<file path="config.mk">
export PLATFORM = sky130hd
export DESIGN_NAME = lsu_msq
export DESIGN_NICKNAME = d
export VERILOG_FILES = /design/src/rtl/procyon_pkg.sv /design/src/rtl/lsu_msq.sv
export SDC_FILE = /design/constraint.sdc
export NUM_CORES = 2
export LEC_CHECK = 0
export ABC_AREA = 1
export BUFFER_PORTS_ARGS = -buffer_cell sky130_fd_sc_hd__buf_2
export CAP_MARGIN = 25
export CORE_AREA = 2 2 250 252
export CTS_CLUSTER_DIAMETER = 120
export CTS_CLUSTER_SIZE = 12
export DETAILED_ROUTE_END_ITERATION = 12
export DIE_AREA = 0 0 252 254
export PLACE_DENSITY = 0.8
export SKIP_LAST_GASP = 1
export SLEW_MARGIN = 20
export SYNTH_ARGS = -nofsm -noshare
export SYNTH_HDL_FRONTEND = slang
export SYNTH_SLANG_ARGS = --single-unit
</file>
<file path="constraint.sdc">
create_clock -name clk -period 3.1 [get_ports clk]
set_clock_uncertainty 0.2 [all_clocks]
set_input_delay 0.31 -clock clk [delete_from_list [all_inputs] [get_ports clk]]
set_output_delay 0.31 -clock clk [all_outputs]
set_load 0.01 [all_outputs]
</file>
<file path="src/rtl/procyon_pkg.sv">
// rtl/procyon_pkg.sv - shared LSU operation encodings
package procyon_pkg;

  typedef enum logic [1:0] {
    LSU_FUNC_SB   = 2'd0,
    LSU_FUNC_SH   = 2'd1,
    LSU_FUNC_SW   = 2'd2,
    LSU_FUNC_NONE = 2'd3
  } procyon_lsu_func_t;

endpackage

</file>
<file path="src/rtl/lsu_msq.sv">
// rtl/lsu_msq.sv - store miss queue: holds retired store misses, fetches their lines, fills the D$
// Define MSQ_MERGE_EN to let a store merge into an in-flight entry for the same line.
module lsu_msq
  import procyon_pkg::*;
#(
  parameter int MSQ_DEPTH    = 4,
  parameter int DC_LINE_SIZE = 16
) (
  input  logic                         clk,
  input  logic                         rst,
  input  logic [31:0]                  i_sq_retire_data,
  input  logic [31:0]                  i_sq_retire_addr,
  input  procyon_lsu_func_t            i_sq_retire_lsu_func,
  input  logic                         i_sq_retire_en,
  input  logic                         i_sq_retire_dc_hit,
  output logic                         o_msq_full,
  output logic                         o_mem_req_valid,
  output logic [31:0]                  o_mem_req_addr,
  output logic [$clog2(MSQ_DEPTH)-1:0] o_mem_req_id,
  input  logic                         i_mem_req_ready,
  input  logic                         i_mem_rsp_valid,
  input  logic [$clog2(MSQ_DEPTH)-1:0] i_mem_rsp_id,
  input  logic [DC_LINE_SIZE*8-1:0]    i_mem_rsp_data,
  output logic                         o_dc_fill_valid,
  output logic [31:0]                  o_dc_fill_addr,
  output logic [DC_LINE_SIZE*8-1:0]    o_dc_fill_data,
  input  logic                         i_dc_fill_ready
);
  localparam int ID_W   = $clog2(MSQ_DEPTH);
  localparam int OFF_W  = $clog2(DC_LINE_SIZE);
  localparam int TAG_W  = 32 - OFF_W;
  localparam int LINE_W = DC_LINE_SIZE * 8;

  typedef enum logic [1:0] {MSQ_IDLE, MSQ_PENDING, MSQ_ISSUED, MSQ_FILL} msq_state_t;

  msq_state_t              r_state      [MSQ_DEPTH];
  msq_state_t              w_state_next [MSQ_DEPTH];
  logic [TAG_W-1:0]        r_tag        [MSQ_DEPTH];
  logic [LINE_W-1:0]       r_data       [MSQ_DEPTH];
  logic [DC_LINE_SIZE-1:0] r_mask       [MSQ_DEPTH];

  logic [TAG_W-1:0]        w_tag;
  logic [OFF_W-1:0]        w_off;
  logic [DC_LINE_SIZE-1:0] w_st_mask;
  logic [LINE_W-1:0]       w_st_data;
  logic [MSQ_DEPTH-1:0]    w_match;
  logic                    w_match_fill;
  logic                    w_idle_hit, w_req_hit, w_fill_hit, w_merge_hit;
  logic [ID_W-1:0]         w_idle_idx, w_req_idx, w_fill_idx, w_merge_idx;
  logic                    w_full, w_enq;
  logic [MSQ_DEPTH-1:0]    w_alloc_sel, w_merge_sel, w_issue_sel, w_rsp_sel, w_done_sel;

  assign w_tag = i_sq_retire_addr[31:OFF_W];
  assign w_off = i_sq_retire_addr[OFF_W-1:0];

  always_comb begin
    w_st_mask = '0;
    case (i_sq_retire_lsu_func)
      LSU_FUNC_SB: w_st_mask = {{(DC_LINE_SIZE-1){1'b0}}, 1'b1} << w_off;
      LSU_FUNC_SH: w_st_mask = {{(DC_LINE_SIZE-2){1'b0}}, 2'b11} << w_off;
      LSU_FUNC_SW: w_st_mask = {{(DC_LINE_SIZE-4){1'b0}}, 4'hF} << w_off;
      default:     w_st_mask = '0;
    endcase
  end

  assign w_st_data = {{(LINE_W-32){1'b0}}, i_sq_retire_data} << {w_off, 3'b000};

  // Descending scan so the lowest-index candidate is the one left standing.
  always_comb begin
    w_match      = '0;
    w_match_fill = 1'b0;
    w_idle_hit   = 1'b0;
    w_idle_idx   = '0;
    w_req_hit    = 1'b0;
    w_req_idx    = '0;
    w_fill_hit   = 1'b0;
    w_fill_idx   = '0;
    for (int i = MSQ_DEPTH-1; i >= 0; i--) begin
      w_match[i] = (r_tag[i] == w_tag);
      if (r_state[i] == MSQ_IDLE) begin
        w_idle_hit = 1'b1;
        w_idle_idx = ID_W'(i);
      end
      if (r_state[i] == MSQ_PENDING) begin
        w_req_hit = 1'b1;
        w_req_idx = ID_W'(i);
      end
      if (r_state[i] == MSQ_FILL) begin
        w_fill_hit = 1'b1;
        w_fill_idx = ID_W'(i);
        if (r_tag[i] == w_tag) w_match_fill = 1'b1;
      end
    end
  end

`ifdef MSQ_MERGE_EN
  always_comb begin
    w_merge_hit = 1'b0;
    w_merge_idx = '0;
    for (int i = MSQ_DEPTH-1; i >= 0; i--) begin
      if (w_match[i] && (r_state[i] == MSQ_PENDING || r_state[i] == MSQ_ISSUED)) begin
        w_merge_hit = 1'b1;
        w_merge_idx = ID_W'(i);
      end
    end
  end
  assign w_full = w_match_fill | (~w_merge_hit & ~w_idle_hit);
`else
  logic w_match_busy;
  always_comb begin
    w_match_busy = 1'b0;
    for (int i = 0; i < MSQ_DEPTH; i++) begin
      if (w_match[i] && r_state[i] != MSQ_IDLE) w_match_busy = 1'b1;
    end
  end
  assign w_merge_hit = 1'b0;
  assign w_merge_idx = '0;
  assign w_full      = w_match_busy | w_match_fill | ~w_idle_hit;
`endif

  assign o_msq_full      = w_full & ~rst;
  assign w_enq           = i_sq_retire_en & ~i_sq_retire_dc_hit & ~o_msq_full;
  assign o_mem_req_valid = w_req_hit & ~rst;
  assign o_mem_req_addr  = {r_tag[w_req_idx], {OFF_W{1'b0}}};
  assign o_mem_req_id    = w_req_idx;
  assign o_dc_fill_valid = w_fill_hit & ~rst;
  assign o_dc_fill_addr  = {r_tag[w_fill_idx], {OFF_W{1'b0}}};
  assign o_dc_fill_data  = r_data[w_fill_idx];

  always_comb begin
    for (int i = 0; i < MSQ_DEPTH; i++) begin
      w_alloc_sel[i] = w_enq & ~w_merge_hit & (w_idle_idx == ID_W'(i));
      w_merge_sel[i] = w_enq & w_merge_hit & (w_merge_idx == ID_W'(i));
      w_issue_sel[i] = o_mem_req_valid & i_mem_req_ready & (w_req_idx == ID_W'(i));
      w_rsp_sel[i]   = i_mem_rsp_valid & (i_mem_rsp_id == ID_W'(i)) & (r_state[i] == MSQ_ISSUED);
      w_done_sel[i]  = o_dc_fill_valid & i_dc_fill_ready & (w_fill_idx == ID_W'(i));
    end
  end

  always_comb begin
    for (int i = 0; i < MSQ_DEPTH; i++) begin
      w_state_next[i] = r_state[i];
      if (w_alloc_sel[i]) w_state_next[i] = MSQ_PENDING;
      if (w_issue_sel[i]) w_state_next[i] = MSQ_ISSUED;
      if (w_rsp_sel[i])   w_state_next[i] = MSQ_FILL;
      if (w_done_sel[i])  w_state_next[i] = MSQ_IDLE;
    end
  end

  always_ff @(posedge clk) begin
    for (int i = 0; i < MSQ_DEPTH; i++) begin
      if (rst) r_state[i] <= MSQ_IDLE;
      else     r_state[i] <= w_state_next[i];
    end
  end

  // Store bytes take priority over response bytes; the mask shields earlier stores from the fetched line.
  always_ff @(posedge clk) begin
    for (int i = 0; i < MSQ_DEPTH; i++) begin
      if (rst) begin
        r_mask[i] <= '0;
      end else begin
        if (w_alloc_sel[i]) r_tag[i] <= w_tag;
        if (w_done_sel[i])       r_mask[i] <= '0;
        else if (w_alloc_sel[i]) r_mask[i] <= w_st_mask;
        else if (w_merge_sel[i]) r_mask[i] <= r_mask[i] | w_st_mask;
        for (int b = 0; b < DC_LINE_SIZE; b++) begin
          if ((w_alloc_sel[i] || w_merge_sel[i]) && w_st_mask[b])
            r_data[i][b*8 +: 8] <= w_st_data[b*8 +: 8];
          else if (w_rsp_sel[i] && !r_mask[i][b])
            r_data[i][b*8 +: 8] <= i_mem_rsp_data[b*8 +: 8];
        end
      end
    end
  end

endmodule

</file>
==> flow_summary.toml <==
[grt]
grt_pass1_vias = 31920
grt_pass1_wl_mm = 186.7
grt_max_degree = 67
antenna_found_initial = 9
grt_overflow_total = 0
track_usage_pct = 38.93

[synthesis]
avgSynthCellArea_um2 = 8.853
ys_ff_latch = 696
yosysWarnings = 0
syn_inst = 4058
synth_ff_type = "edfxtp_1"
synth_most_common_cell = "nand2_1"
netlist.top_cell.by_area = "edfxtp_1"
yosysTopAreaCellShare_pct = 57.51
synthTopCellsByArea = "edfxtp_1, nand2_1, o21ai_0"
netlist_area_um2 = 35930
ys_types = 44
yosysSeqAreaShare_pct = 57.95
async_flop_share_pct = 0
synth_edf_count = 688
synth_commonest_cells = "nand2_1, edfxtp_1, o21ai_0"

[critical_path]
r2r_slack_ns = 0.16
arrival_ns = 2.58
max_stage_delay_ns = 0.35
worst-path-buf-inv = 5
crit_chain = "nand2_1 > nand3_2 > nand2_2 > nand2_4 > inv_1 > nor2_4 > buf_4 > clkinvlp_4 > buf_12 > o21ai_0 > buf_2"
end_kind = "primary output"
crit_cells = 11
crit_end = "o_dc_fill_addr[27]"
rr_worst_depth = 10
critPathSlowestCell = "dfxtp_2"
crit_required_ns = 2.59
crit_start = "r_state[2][0]"
crit_type = "register to primary output"
crit_path_start_kind = "register"
rr_startpoint = "r_state[2][1]"
reg2reg_to = "r_data[2][97]"
crit_family = "buffers and inverters"
cp_max_fo = 12

[finish]
nNetsFinal = 4905
final_util_pct = 71.54
area_growth_pct = 21.99
drive_above_1_share_pct = 16.57

[drt]
drt_iter0_markers = 4683
ant_nets = 0
drt_wl_total_mm = 128.8
viasPerCell = 6.188
drc_errors = 0
met3_length_mm = 16.93
dr.pass1.iters = 6
topRoutingLayerUsed = "met5"
met2_length_mm = 59.41
wl_met1_mm = 43.84
num_vias = 34090
detail_route.wl_per_cell_um = 23.39

[clock_network]
cts_max_level = 3
tritoncts = "done"
numCtsBuffers = 67
clk_pin_slew_ns = 0.06
clock_latency_ns = 0.63
clk_path_buf_depth = 3
cts.sinks = 696
cts-root-buf = "clkbuf_16"

[timing]
setup_viol = 0
hold_violations = 0
maxSlewViolCount = 0
rsz0062_at_grt = "true"
relSlewSlack_pct = 37.19
timing.hold.ws_ns = 0.1292
period_needed_ns = 3.090
fmax_ghz = 0.3236
worst_slack_ns = 0.01012
fin_crit_sh_pct = 99.67
worst_pin_slew_ns = 0.9323

[worst_hold_path]
hold_path_class = "input port to register"
holdPathStages = 5

[floorplanning]
rows = 91
ioPinCount = 400
die_h_um = 254
die_area_um2 = 64010
die_w_um = 252
coreArea_um2 = 61260
initial_core_util_pct = 58.65

[placed_design]
hpwl_mm = 85.07
dp_slack_ns = 0.1856
place.port_buffers = 391
routabilityCongestion = 1.052

[run]
maxCapViolations = 0

[power_and_ir_drop]
leakage_nw = 17.09
vdd_drop_max_mv = 0.5427
total_power_mw = 19.75
powerDensity_nw_per_um2 = 450.6

[run_status]
outcome = "completed"
-- final cells by class --
class	instances	area, um^2
antenna	5	12.51
inverter	329	1257
tap	790	988.4
clock buffer	78	1782
fill	4447	17430
clock inverter	4	53.80
timing repair buffer	795	5879
multi-input combinational	2811	13030
sequential	696	20830
-- kinds of logic after synthesis --
| kind of cell | share of synthesized area, % |
|---|---|
| and+or+nand+nor | 22.15 |
| buffers and inverters | 6.203 |
| muxes | 0.2229 |
| xor gates and xnor gates | 0.4145 |
| adders and majority gates | 0.06964 |
| other | 0.01044 |
| DFF | 57.95 |
| AOI/OAI and AO/OA | 12.98 |
-- power by group --
| part | leakage (nW) | internal [mW] | switching (mW) | total [mW] |
|---|---|---|---|---|
| Clock | 0.898 | 4.04 | 3.47 | 7.51 |
| Sequential | 6.43 | 10.4 | 0.0436 | 10.5 |
| Combinational | 9.76 | 0.599 | 1.17 | 1.77 |
-- worst min-delay path, cell delays in order --
cell and delay (ns):
buf_2 0.07, nand2_1 0.13, o21ai_2 0.17, buf_4 0.18, a21oi_1 0.06
-- worst min-delay path by stage --
stage / slack [ns] / start / to
finish: 0.13 / i_dc_fill_ready / r_state[2][0]
global route: 0.13 / i_dc_fill_ready / r_state[2][0]
CTS: 0.08 / i_dc_fill_ready / r_state[2][0]
detailed placement: 0.29 / r_state[0][1] / r_state[0][1]
global placement: 0.27 / r_state[0][1] / r_state[0][1]
floorplan: 0.21 / i_sq_retire_addr[4] / r_tag[0][0]
-- flip-flops by register name, summed over array words and instances, names as in the netlist --
signal and flops:
r_tag 112, r_data 512, r_state 8, r_mask 64
-- metrics by stage --
step                setup TNS [ns]  cells  instance area [um^2]
floorplan                        0   4065                 35950
global placement                 0   5232                 39760
detailed placement               0   5232                 39760
CTS                       -0.03839   5488                 43450
global route              -0.02271   5507                 43820
finish                           0   5508                 43820
-- layout by cell type, fill, tap and decap left out, drive strengths merged --
| master | count |
|---|---|
| nand2 | 1301 |
| edfxtp | 688 |
| o21ai | 642 |
| buf | 620 |
| inv | 325 |
| nor2 | 257 |
| dlygate4sd3 | 162 |
| nand3 | 158 |
| nand4 | 139 |
| clkbuf | 90 |
| o22ai | 80 |
| nor3 | 55 |
| a21oi | 39 |
| o221ai | 29 |
| a22oi | 28 |
| or2 | 11 |
| xnor2 | 9 |
| a31oi | 9 |
| xor2 | 8 |
| mux2i | 8 |
| a22o | 8 |
| conb | 8 |
| o21bai | 8 |
| dfxtp | 8 |
| diode | 5 |
| o211ai | 5 |
| clkinvlp | 4 |
| clkinv | 4 |
| a221o | 3 |
| a32oi | 2 |
| ha | 2 |
| nor4 | 1 |
| nor3b | 1 |
| bufbuf | 1 |
-- what timing repair did --
action                                 CTS  global route
setup endpoints to repair              157           263
resized for setup                       28            53
endpoints found under the hold margin  628             0
hold buffers                           162             0
gates cloned                             2             5
pin swaps                                7             6
setup buffers                           10            10
-- per-layer routing --
layer	vias up	global-route usage (%)
met5	-	1.081
li1	15220	-
met1	15700	48.69
met3	506	9.772
met2	2647	61.77
met4	10	22.52
(Power assumes the default switching activity.)
